<file path="config.mk">
export PLATFORM = sky130hd
export DESIGN_NAME = instr_fetch
export DESIGN_NICKNAME = d
export VERILOG_FILES = /design/src/rtl/instr_fetch.sv
export SDC_FILE = /design/constraint.sdc
export NUM_CORES = 1
export LEC_CHECK = 0
export CORE_MARGIN = 3
export CORE_UTILIZATION = 51
export CTS_CLUSTER_DIAMETER = 100
export DETAILED_ROUTE_END_ITERATION = 8
export PLACE_DENSITY = 0.88
export REMOVE_ABC_BUFFERS = 1
export SYNTH_ARGS = -nofsm -noshare
export SYNTH_HDL_FRONTEND = slang
export SYNTH_SLANG_ARGS = --single-unit
</file>
<file path="constraint.sdc">
create_clock -name clk -period 6.1 [get_ports clk]
set_clock_uncertainty 0.2 [all_clocks]
set_input_delay 1.22 -clock clk [delete_from_list [all_inputs] [get_ports clk]]
set_output_delay 1.22 -clock clk [all_outputs]
set_load 0.02 [all_outputs]
</file>
<file path="src/rtl/instr_fetch.sv">
// Instruction fetch stage for the 6502 core: reads the reset vector, then fetches
// opcode plus 0-2 operand bytes and hands complete instructions to decode.
module instr_fetch #(
  parameter logic [15:0] RESET_VEC = 16'hFFFC
) (
  input  logic        clk,
  input  logic        rst_n,
  output logic [15:0] mem_addr,
  output logic        mem_rd,
  input  logic [7:0]  mem_rdata,
  input  logic        bus_grant,
  input  logic        redirect,
  input  logic [15:0] redirect_pc,
  output logic        instr_valid,
  input  logic        instr_ready,
  output logic [7:0]  opcode,
  output logic [15:0] operand,
  output logic [15:0] instr_pc,
  output logic [1:0]  instr_len,
  output logic [15:0] fetch_pc
);

  typedef enum logic [2:0] {VEC_LO, VEC_HI, OPC, OPLO, OPHI, HOLD} state_t;

  state_t      state_reg, state_next;
  logic        capture_reg, capture_next;
  logic [15:0] pc_reg;
  logic        valid_reg;
  logic [7:0]  opcode_reg;
  logic [15:0] operand_reg;
  logic [15:0] instr_pc_reg;
  logic [1:0]  len_reg;
  logic [1:0]  len_dec;
  logic [3:0]  lo_nib, hi_nib;

  assign lo_nib = mem_rdata[3:0];
  assign hi_nib = mem_rdata[7:4];

  // Length decode from the byte on the bus; only consumed during the OPC capture.
  always_comb begin
    len_dec = 2'd2;
    if (lo_nib == 4'h8 || lo_nib == 4'hA || lo_nib == 4'h3 || lo_nib == 4'h7 ||
        lo_nib == 4'hB || mem_rdata == 8'h00 || mem_rdata == 8'h40 || mem_rdata == 8'h60)
      len_dec = 2'd1;
    else if (lo_nib >= 4'hC || mem_rdata == 8'h20 || (lo_nib == 4'h9 && hi_nib[0]))
      len_dec = 2'd3;
  end

  always_ff @(posedge clk or negedge rst_n) begin
    if (!rst_n) begin
      state_reg   <= VEC_LO;
      capture_reg <= 1'b0;
    end else begin
      state_reg   <= state_next;
      capture_reg <= capture_next;
    end
  end

  always_comb begin
    state_next   = state_reg;
    capture_next = capture_reg;
    if (redirect) begin
      state_next   = OPC;
      capture_next = 1'b0;
    end else if (state_reg == HOLD) begin
      if (valid_reg && instr_ready) state_next = OPC;
    end else if (!capture_reg) begin
      if (bus_grant) capture_next = 1'b1;
    end else begin
      capture_next = 1'b0;
      case (state_reg)
        VEC_LO:  state_next = VEC_HI;
        VEC_HI:  state_next = OPC;
        OPC:     state_next = (len_dec == 2'd1) ? HOLD : OPLO;
        OPLO:    state_next = (len_reg == 2'd3) ? OPHI : HOLD;
        OPHI:    state_next = HOLD;
        default: state_next = HOLD;
      endcase
    end
  end

  always_ff @(posedge clk or negedge rst_n) begin
    if (!rst_n) begin
      pc_reg       <= 16'h0000;
      valid_reg    <= 1'b0;
      opcode_reg   <= 8'h00;
      operand_reg  <= 16'h0000;
      instr_pc_reg <= 16'h0000;
      len_reg      <= 2'd0;
    end else begin
      valid_reg <= (state_next == HOLD);
      if (redirect) begin
        pc_reg <= redirect_pc;
      end else if (capture_reg) begin
        case (state_reg)
          VEC_LO: pc_reg[7:0]  <= mem_rdata;
          VEC_HI: pc_reg[15:8] <= mem_rdata;
          OPC: begin
            opcode_reg   <= mem_rdata;
            instr_pc_reg <= pc_reg;
            operand_reg  <= 16'h0000;
            len_reg      <= len_dec;
            pc_reg       <= pc_reg + 16'd1;
          end
          OPLO: begin
            operand_reg[7:0] <= mem_rdata;
            pc_reg           <= pc_reg + 16'd1;
          end
          OPHI: begin
            operand_reg[15:8] <= mem_rdata;
            pc_reg            <= pc_reg + 16'd1;
          end
          default: ;
        endcase
      end
    end
  end

  always_comb begin
    case (state_reg)
      VEC_LO:  mem_addr = RESET_VEC;
      VEC_HI:  mem_addr = RESET_VEC + 16'd1;
      default: mem_addr = pc_reg;
    endcase
  end

  // Read strobe is forced low while reset is held.
  assign mem_rd      = rst_n & bus_grant & ~capture_reg & (state_reg != HOLD);
  assign instr_valid = valid_reg;
  assign opcode      = opcode_reg;
  assign operand     = operand_reg;
  assign instr_pc    = instr_pc_reg;
  assign instr_len   = len_reg;
  assign fetch_pc    = pc_reg;

endmodule

</file>
After elaboration in Yosys (flattened, before gate mapping):

Index checks and enable logic that the tools add are counted.

* bits in registers: 63
* bits of input ports: 29
* output and inout bits: 76
* logic and storage cells: 80

* $add $sub $neg: 1
* $lt $le $gt $ge: 1
* equality and inequality tests: 19
* mux-type cells: 20
* bitwise gates (word level): 5
* reduce and logical (&&, ||, !) cells: 24

Operators by type and width (number)
* $pmux W8 S2: 4
* $mux W16: 2
* $pmux W16 S2: 1
* $add A16 B1 Y16 const B: 1
* $eq A4 B4 Y1 const B: 4
* $eq A8 B7 Y1 const B: 2
* $mux W3: 5
* $pmux W3 S4: 1
* $eq A3 B3 Y1 const B: 3
* $logic_or A1 B1 Y1: 9
* $reduce_and A3 Y1: 3
* $eq A8 B6 Y1 const B: 1
* $logic_not A8 Y1: 1
* $eq A3 B2 Y1 const B: 2
* $mux W1: 6
* $reduce_bool A2 Y1: 3
* $reduce_bool A3 Y1: 2
* $eq A4 B2 Y1 const B: 1
* $eq A4 B3 Y1 const B: 1
* $ge A4 B4 Y1 const B: 1
* $reduce_and A2 Y1: 2
* $and A1 B1 Y1: 3
* $eq A3 B1 Y1 const B: 1
* $logic_not A3 Y1: 1
* 8 further kinds: 10

Logic depth before layout (Yosys ltp):

Gate-level depths: netlist (run 1).

* depth after elaboration: 16
* gate-level depth with buffers: 7
* mapped depth without buffers: 5

Least setup slack after synthesis (run 1):

Ideal clock, no wire load.

* path type: input to output
* start: input port bus_grant
* end: output port mem_rd
* data arrival time: 1.618 ns
* required time: 4.680 ns
* path slack: 3.062 ns
* stages on the path: 2
* path buffers: 0
* path through: nor2b_1 -> and3_1

* cells in the longest elaborated chain, start to end: 3

Ends and longest elaborated chain
* from (decl): RTL line 11 `input logic bus_grant,`
* $and A1 B1 Y1 (3 in series): RTL line 128 `assign mem_rd = rst_n & bus_grant & ~capture_reg & (state_reg != HOLD);`
* to (decl): RTL line 9 `output logic mem_rd,`

Every way passes these cells.

Worst setup path in the final report (run 1):

* start: register state_reg[1]
* end: output port mem_addr[0]

* cells in the longest elaborated chain, start to end: 2
* elaborated cells on any way between the ends: 3
* classes of those cells: 1 x eq/ne; 1 x mux; 1 x reduce/logical

Ends and longest elaborated chain
* from (decl): RTL line 25 `state_t state_reg, state_next;`
* from (signal assigned): RTL line 54 `state_reg <= state_next;`
* $eq A3 B1 Y1 or $logic_not A3 Y1 (tied branches): RTL line 120 `case (state_reg)`
* $pmux W16 S2 (*): RTL line 120
* to (decl): RTL line 8 `output logic [15:0] mem_addr,`

Mark *: on every way between the ends. The rest lies on a longest branch, timed or not.

==> impl_metrics.yaml, run 1 <==
clock_network:
  cts.repair.resized: 0
  cts_buffers: 9
  cts.sinks: 63
  cts_tree: "built"
  cts_hold_buf: 0
  cts.clk_slew.worst_paths_ns: 0.07
  cts_setup_buffers: 0
  insertion_delay_ns: 0.35
  htree_levels: 3
  clockBufferDepth: 2
  root_buffer: "clkbuf_8"
pwr:
  p_per_area_nw_per_um2: 352.2
  fin_total_pwr_mw: 1.648
  power_leakage_nw: 1.879
  ir_drop_v: 0.0002193
final_layout:
  drive_gt1_frac: 0.1508
  area_delta_synth_final_pct: 37.21
  final_core_util: 0.7284
  final_common_cell: "clkdlybuf4s50_1"
  num_antenna_cells: 0
  fin_nets: 476
  final_cell_mix: "clkdlybuf4s50_1, dfrtp_1, nand2_1"
critical_path:
  cp_slowest_cell: "nor2_1"
  startpoint_type: "flip-flop"
  worstSetupPathType: "flip-flop to output port"
  path_max_fanout: 16
  endpoint_kind: "output port"
  critical_path.cell_chain: "nor2_1 -> nand2_1 -> o21ai_0 -> clkdlybuf4s50_1"
  cp.required_ns: 4.68
  arrival_ns: 2.73
  cp_slowest_stage_delay_ns: 0.94
  path_buf_inv: 1
  path_delay_family: "simple AND/OR/NAND/NOR gates"
grt:
  grt_max_degree: 64
  gr-total-overflow: 0
  antenna_found_initial: 0
  grt_pass1_wl_um: 16610
  grt_pass1_vias: 3211
  grt_usage: 0.2822
synth:
  synth_top_flop_cell: "dfrtp_1"
  synth_cell_type_count: 61
  synth_area_sq_um: 3410
  syn_inst: 357
  yosysSeqAreaShare: 0.4624
  synth_warnings: 0
  syn_area_per_cell_sq_um: 9.550
  ys_seq_elements: 63
  async_flop_share: 1.000
  synth-edff-count: 0
floorplan:
  die_height_um: 87.77
  die_w_um: 87.77
  rows: 29
  io_pins: 105
  start_util: 0.5309
  die-area_sq_um: 7703
  core_area_sq_um: 6422
worst_hold_path:
  hp-class: "flip-flop to flip-flop"
sta:
  fin_crit_ns: 4.148
  max_slew_margin: 0.2473
  rsz0062_at_grt: "no"
  tns_ns: 0
  fmax_mhz: 241.1
  setup_viol: 0
  finalCritPeriodShare: 0.6800
  hold_violations: 0
  worst_pin_slew_ns: 1.125
  maxSlewViolCount: 0
routing:
  drtIter0Drc: 401
  dr.pass1.iters: 5
  vias: 3326
  drt-total-wl_um: 10330
  routed_via_density: 6.299
  ant_nets: 0
  wire_per_inst_um: 19.57
  drc: 0
run:
  cap_violations: 0
placed_design:
  hpwl_um: 6837
  gp_congestion: 0.8755
  port_buffers: 104
outcome:
  status: "finished clean"
cells in the mapped netlist, drive strengths merged (4+ instances only):
| library cell | instances | area, sq um |
|---|---|---|
| a2bb2oi | 5 | 43.79 |
| nor2b | 4 | 25.02 |
| clkbuf | 16 | 62.56 |
| nand3 | 9 | 45.04 |
| inv | 8 | 30.03 |
| nand4 | 7 | 43.79 |
| nand2 | 45 | 168.9 |
| o211ai | 4 | 30.03 |
| nor3 | 6 | 30.03 |
| a31oi | 10 | 68.81 |
| nor2 | 11 | 41.29 |
| or2 | 12 | 75.07 |
| and3 | 7 | 43.79 |
| nand2b | 6 | 37.54 |
| o21ai | 29 | 145.1 |
| mux2 | 25 | 281.5 |
| a21oi | 19 | 98.85 |
| dfrtp | 63 | 1577 |
| buf | 14 | 68.81 |
logic make-up after synthesis:
family,synth area share
AND/OR/NAND/NOR,0.1802
AO/OA/AOI/OAI,0.2117
flip-flops,0.4624
buffers and inverters,0.04844
multiplexers,0.08844
XOR/XNOR,0.005139
adder cells (fa/ha/maj),0.003669
power breakdown:
group,internal (mW),leakage (nW),switching [mW]
logic,0.314,0.990,0.310
clock network,0.243,0.109,0.180
registers,0.511,0.779,0.0905
per-stage QoR:
| step | area [sq um] | instances | hold WS, ns | setup WS, ns |
|---|---|---|---|---|
| final | 4678 | 528 | 0.2891 | 1.952 |
| after detailed placement | 4448 | 512 | 0.2738 | 1.717 |
| after CTS | 4678 | 528 | 0.2899 | 1.980 |
| after global routing | 4678 | 528 | 0.3147 | 1.805 |
| after floorplan | 3278 | 327 | 0.3900 | 2.428 |
| after global placement | 4448 | 512 | 0.2628 | 1.825 |
path summary, 6_finish.rpt:
path,from,endpoint,slack (ns),cells after the start
worst max register to register,state_reg[1]$_DFF_PN0_,opcode[0]$_DFFE_PN0P_,2.89,4
min in group asynchronous,rst_n,operand[0]$_DFFE_PN0P_,0.85,2
max in group asynchronous,rst_n,fetch_pc[11]$_DFFE_PN0P_,4.33,2
worst max-delay path,state_reg[1]$_DFF_PN0_,mem_addr[0],1.95,4
worst min-delay path,operand[5]$_DFFE_PN0P_,operand[5]$_DFFE_PN0P_,0.29,2
worst min register to register,operand[5]$_DFFE_PN0P_,operand[5]$_DFFE_PN0P_,0.29,2
worst register-to-register path, stage by stage, from the launching register on:
cell       delay (ns)
dfrtp_1          0.68
nand4bb_1        0.68
nor2_2           0.82
buf_4            0.34
mux2_2           0.38
area by class of cell:
cell class | count | area [sq um]
Fill cell | 465 | 1744
Multi-Input combinational cell | 255 | 1675
Sequential cell | 63 | 1577
Timing Repair Buffer | 108 | 1066
Clock buffer | 10 | 137.6
Tap cell | 77 | 96.34
Clock inverter | 6 | 92.59
Inverter | 9 | 33.78
per-layer routing:
| metal | track usage | part of all wire |
|---|---|---|
| met1 | 0.3865 | 0.42 |
| met2 | 0.4390 | 0.48 |
| met3 | 0.07526 | 0.078 |
| met4 | 0.09066 | 0.022 |
| met5 | 0 | 0 |
Note: power is estimated with default switching activity, not from simulation.
==> inputs of run 2 (changes only) <==
- CORE_UTILIZATION: 51 -> 43
- PLACE_DENSITY: 0.88 -> 0.79
- clock period: 6.1 -> 3.7 ns (I/O delays scaled with it)
==> run 2 against run 1 <==
Compared with the run above:
- sequential power rose by 64%
- clock power grew 42%
- sequential cell count unchanged
- die area is 17% higher
- hold slack hardly changed
- highest routed layer unchanged
- power increased by 58%
- global-route usage fell by 4.7 points
- count of clock-buffer cells in the layout grew 1
- largest cell class unchanged
- design area is 0.88% higher
==> impl_metrics.yaml, run 2 (same netlist as run 1, synthesis figures left out) <==
final_layout:
  drive_gt1_frac: 0.1597
  fill_cells: 632
  num_antenna_cells: 0
  area_delta_synth_final_pct: 38.42
  fin_nets: 482
  final_cell_mix: "clkdlybuf4s50_1, dfrtp_1, nand2_1"
  final_core_util: 0.6305
  instances_no_fill: 556
  final_common_cell: "clkdlybuf4s50_1"
worst_hold_path:
  min_to: "operand[14]$_DFFE_PN0P_"
  hp-class: "flip-flop to flip-flop"
  holdPathStages: 2
  min_from: "operand[14]$_DFFE_PN0P_"
clock_network:
  cts.repair.resized: 0
  cts_buffers: 9
  htree_levels: 3
  cts_setup_buffers: 0
  root_buffer: "clkbuf_8"
  cts.clk_slew.worst_paths_ns: 0.07
  cts_tree: "built"
  clockBufferDepth: 2
  cts_hold_buf: 0
  cts.sinks: 63
  insertion_delay_ns: 0.34
critical_path:
  r2r-end: "fetch_pc[11]$_DFFE_PN0P_"
  path_max_fanout: 21
  endpoint_kind: "output port"
  worstSetupPathType: "flip-flop to output port"
  cp.required_ns: 2.76
  startpoint_type: "flip-flop"
  reg2reg_from: "state_reg[0]$_DFF_PN0_"
  arrival_ns: 2.25
  r2r_cells: 4
  r2r_setup_slack_ns: 1.16
grt:
  grt_pass1_vias: 3119
  antenna_found_initial: 0
  grt_usage: 0.2355
  grt_pass1_wl_um: 16330
  gr-total-overflow: 0
  grt_max_degree: 64
pwr:
  p_per_area_nw_per_um2: 552.7
  fin_total_pwr_mw: 2.609
  ir_drop_v: 0.0003333
  power_leakage_nw: 1.890
sta:
  fmax_mhz: 313.5
  fin_crit_ns: 3.190
  hold-worst-slack_ns: 0.2893
  hold_violations: 0
  rsz0062_at_grt: "no"
  maxSlewViolCount: 0
  tns_ns: 0
  worst_pin_slew_ns: 0.7956
  setup_viol: 0
  max_slew_margin: 0.4696
  finalCritPeriodShare: 0.8621
placed_design:
  hpwl_um: 7039
  port_buffers: 104
  gp_congestion: 0.8626
  dp.cells: 540
routing:
  drc: 0
  dr.pass1.iters: 4
  ant_nets: 0
  routed_via_density: 5.835
  vias: 3244
  drtIter0Drc: 283
  wire_per_inst_um: 18.20
  drt-total-wl_um: 10120
floorplan:
  rows: 31
  die_height_um: 95.05
  io_pins: 105
  core_area_sq_um: 7486
  die_w_um: 95.05
  start_util: 0.4555
  die-area_sq_um: 9034
outcome:
  status: "finished clean"
run:
  cap_violations: 0
[run 2: changes by cell type in the layout (fill, tap and decap cells not counted)]
cell,previous run,this run
clkinv_4,1,0
clkinvlp_4,2,3
inv_6,1,0
clkinv_2,0,1
buf_4,4,10
clkbuf_1,0,1
bufinv_16,2,1
[run 2: worst max-delay path by stage]
| stage | start | endpoint | slack (ns) |
|---|---|---|---|
| floorplan | redirect | opcode[0]$_DFFE_PN0P_ | 0.51 |
| global placement | bus_grant | mem_rd | 0.67 |
| CTS | state_reg[0]$_DFF_PN0_ | mem_rd | 0.47 |
| global route | state_reg[0]$_DFF_PN0_ | mem_rd | 0.31 |
| detailed placement | bus_grant | mem_rd | 0.61 |
| finish | state_reg[0]$_DFF_PN0_ | mem_rd | 0.51 |
[run 2: through the flow]
stage                     setup slack [ns]  area, sq um
final                               0.5101         4720
after floorplan                     0.5084         3278
after CTS                           0.4740         4720
after global routing                0.3101         4720
after detailed placement            0.6082         4521
after global placement              0.6660         4521
[run 2: final cells by class]
type | instances | area, sq um | area share
multi-input combinational | 255 | 1675 | 0.3550
sequential | 63 | 1577 | 0.3340
timing repair buffer | 114 | 1111 | 0.2354
clock buffer | 11 | 141.4 | 0.02996
tap | 99 | 123.9 | 0.02625
clock inverter | 5 | 57.56 | 0.01220
inverter | 9 | 33.78 | 0.007158
[run 2: worst max-delay path: stages (launching register included)]
cell and delay (ns):
dfrtp_1 0.75, nor2b_1 0.29, nand2_1 0.13, and3_1 0.21
clkdlybuf4s50_1 0.53
[run 2: metal layers]
layer	routed length (um)	track usage
met1	4309	0.3230
met2	4870	0.3711
met5	0	0
met4	221	0.09375
met3	716	0.04183
[run 2: power breakdown]
group / internal (mW) / switching (mW) / total (mW) / leakage [nW]
combinational: 0.522 / 0.502 / 1.02 / 1.02
sequential: 0.842 / 0.143 / 0.985 / 0.779
clock: 0.328 / 0.272 / 0.601 / 0.0916
==> inputs of run 3 (changes only) <==
- CAP_MARGIN: unset -> 20
==> results of run 3 <==
Final layout, timing and power as in run 2 (identical DEF).
==> RTL edit (settings of run 2) <==
Re-encode `state_t` (6 states) as one-hot, 6 bits wide.
--- a/src/rtl/instr_fetch.sv
+++ b/src/rtl/instr_fetch.sv
@@ -21,5 +21,5 @@
 );
 
-  typedef enum logic [2:0] {VEC_LO, VEC_HI, OPC, OPLO, OPHI, HOLD} state_t;
+  typedef enum logic [5:0] {VEC_LO = 6'b000001, VEC_HI = 6'b000010, OPC = 6'b000100, OPLO = 6'b001000, OPHI = 6'b010000, HOLD = 6'b100000} state_t;
 
   state_t      state_reg, state_next;
Behaviour: no difference found for any inputs over 4 cycles, from zero or initial values and one cycle with rst_n low; so few cycles prove little.
==> RTL edit against run 2 <==
Area after synthesis grew 0.15%; setup slack got worse by 0.068 ns; largest power group unchanged; core utilization up 0.067 points; sequential share of layout area increased by 1.6 points; via count is 3.3% lower; count of clock-buffer cells in the layout increased by 1; sequential cell count is 3 higher; routed wire length shrank 2.6%; design area grew 0.11%; total power is 7.2% higher.
==> RTL edit: results (changes against run 2) <==
* Worst min-delay path startpoint: instr_pc[4]
* Drt initial violations at 186 (-34%)
* Pre-antenna DRT Iters at 6 (+2)
* Vias in the first global route at 3018 (-3.2%)
* Worst r2r path cells at 5 (+1)
* Initial antenna violation count at 0 (unchanged)
* Synth cell types at 59 (-3.3%)
* Post-synth top cells: dfrtp_1 (65), nand2_1 (33), nor2_1 (23)
* Detailed placement HPWL at 6.84 mm (-2.9%)
* Drt drc at 0 (unchanged)
* Reg2reg setup slack at 0.87 ns (-0.29 ns)
* Post-CTS setup buffers at 0 (unchanged)
* Ys async rst share at 1.00 (unchanged)
* Fillers at 623 (-1.4%)
* Min-delay worst type: reg -> reg
* Main area contributors after synthesis: dfrtp_1 (48%), mux2_2 (5.9%), a22o_1 (4.4%)
* Slowest stage cell, crit path: clkdlybuf4s50_1
* GRT Overall Usage at 0.224 (-0.0119)
* CTS H-Tree Depth at 3 (unchanged)
* Gpl congestion at 0.931 (+8.0%)
* Final net count at 465 (-3.5%)
* Non-filler instance count after layout at 539 (-3.1%)
* N_diodes at 0 (unchanged)
* Leak at 1.98 nW (+4.7%)
* Status: finished clean
* Crit Path Max Fanout at 15 (-29%)
* Least-Margin Pin Slew at 1.00 ns (+0.205 ns)
* Routed WL per cell at 18.3 um (+0.49%)
* Reg-to-reg startpoint: state_reg[5]
* Clock-pin slew on the worst setup and hold paths at 0.08 ns
* Resized Gates After CTS at 0 (unchanged)
* Global-route wire length before repair at 15.6 mm (-4.5%)
* Hold Path End: instr_pc[4]
* Number of flops mapped to enable cells by yosys at 0 (unchanged)
* Synth Warn # at 0 (unchanged)
* Placed insts at 523 (-3.1%)
* Worst Hold Path Cells at 2 (unchanged)
* Cts bufs inserted at 9 (unchanged)
* Layout cells sized above 1 at 0.116 (-0.0438)
* Avg Cell Area, Syn at 10.2 um^2 (+6.4%)
* Number of port buffers at 104 (unchanged)
* Pin count of the biggest net entering global routing at 67 (+4.7%)
* Register area share after synthesis at 0.484 (+0.0217)
* Clk_lat worst skew at 0.34 ns (about the same)
* Via density at 5.82 (-0.28%)
* Clock Tree Buf Depth at 2 (unchanged)
* Worst reg2reg path endpoint: fetch_pc[12]
* Worst IR Drop VDD at 0.245 mV (-26%)
* WP data arrival at 2.32 ns (+0.07 ns)
* Max incr delay on CP at 0.60 ns (-0.15 ns)
* Clk root buf: clkbuf_8
RTL edit: cell count changes in the layout (fill, tap and decap cells not counted), sizes merged, moves of 9 or more:
| cell | change |
|---|---|
| nor2 | +12 |
| o21ai | -15 |
| nand2b | +9 |
| or2 | -12 |
| a22o | +17 |
| nand2 | -12 |
RTL edit: where the power goes:
| group | internal, mW | leakage (nW) | switching (mW) |
|---|---|---|---|
| Sequential | 0.886 | 0.822 | 0.163 |
| Combinational | 0.567 | 1.06 | 0.567 |
| Clock | 0.330 | 0.0966 | 0.283 |
RTL edit: layer usage:
layer | share of wire | up-vias | track usage
li1 | - | 1429 | -
met2 | 0.48 | 146 | 0.359
met5 | 0 | - | 0
met1 | 0.42 | 1545 | 0.292
met4 | 0.013 | 0 | 0.0673
met3 | 0.091 | 16 | 0.0655
RTL edit: metrics by stage:
step                setup slack (ns)  hold slack, ns  instance area (um^2)
floorplan                      0.890           0.244                  3320
global placement               0.561           0.265                  4530
detailed placement             0.486           0.272                  4530
CTS                            0.444           0.289                  4720
global route                   0.332           0.305                  4720
finish                         0.442           0.285                  4720
RTL edit: kinds of logic after synthesis:
logic type | Yosys count | share of synthesized area
buf+inv | 29 | 0.0355
flops | 66 | 0.484
compound gates | 92 | 0.195
xor+xnor | 8 | 0.0205
mux | 20 | 0.0656
simple gates | 120 | 0.196
fa+ha+maj | 1 | 0.00366
RTL edit: final cells by class:
cell class                 instances  area, um^2  share of cell area
tap                               99         124              0.0262
multi-input combinational        241        1640               0.347
clock inverter                     4        51.3              0.0109
inverter                           6        22.5             0.00477
clock buffer                      12         145              0.0307
timing repair buffer             111        1090               0.230
sequential                        66        1650               0.350
RTL edit: worst max-delay path: cells and delay by family (launching register included):
kind                   cells  cell delay (ns)
flip-flops                 1             0.51
AO/OA/AOI/OAI              1             0.15
buffers and inverters      2             0.83
AND/OR/NAND/NOR            2             0.48
RTL edit: worst max path at each step:
stage            startpoint           to  slack [ns]  cells past startpoint
6_report       state_reg[4]  mem_addr[3]        0.44                      5
5_1_grt        state_reg[4]  mem_addr[3]        0.33                      5
4_1_cts        state_reg[4]  mem_addr[1]        0.44                      5
3_5_place_dp       redirect  operand[12]        0.49                      6
3_3_place_gp       redirect   operand[8]        0.56                      6
2_1_floorplan  state_reg[0]  mem_addr[1]        0.89                      3
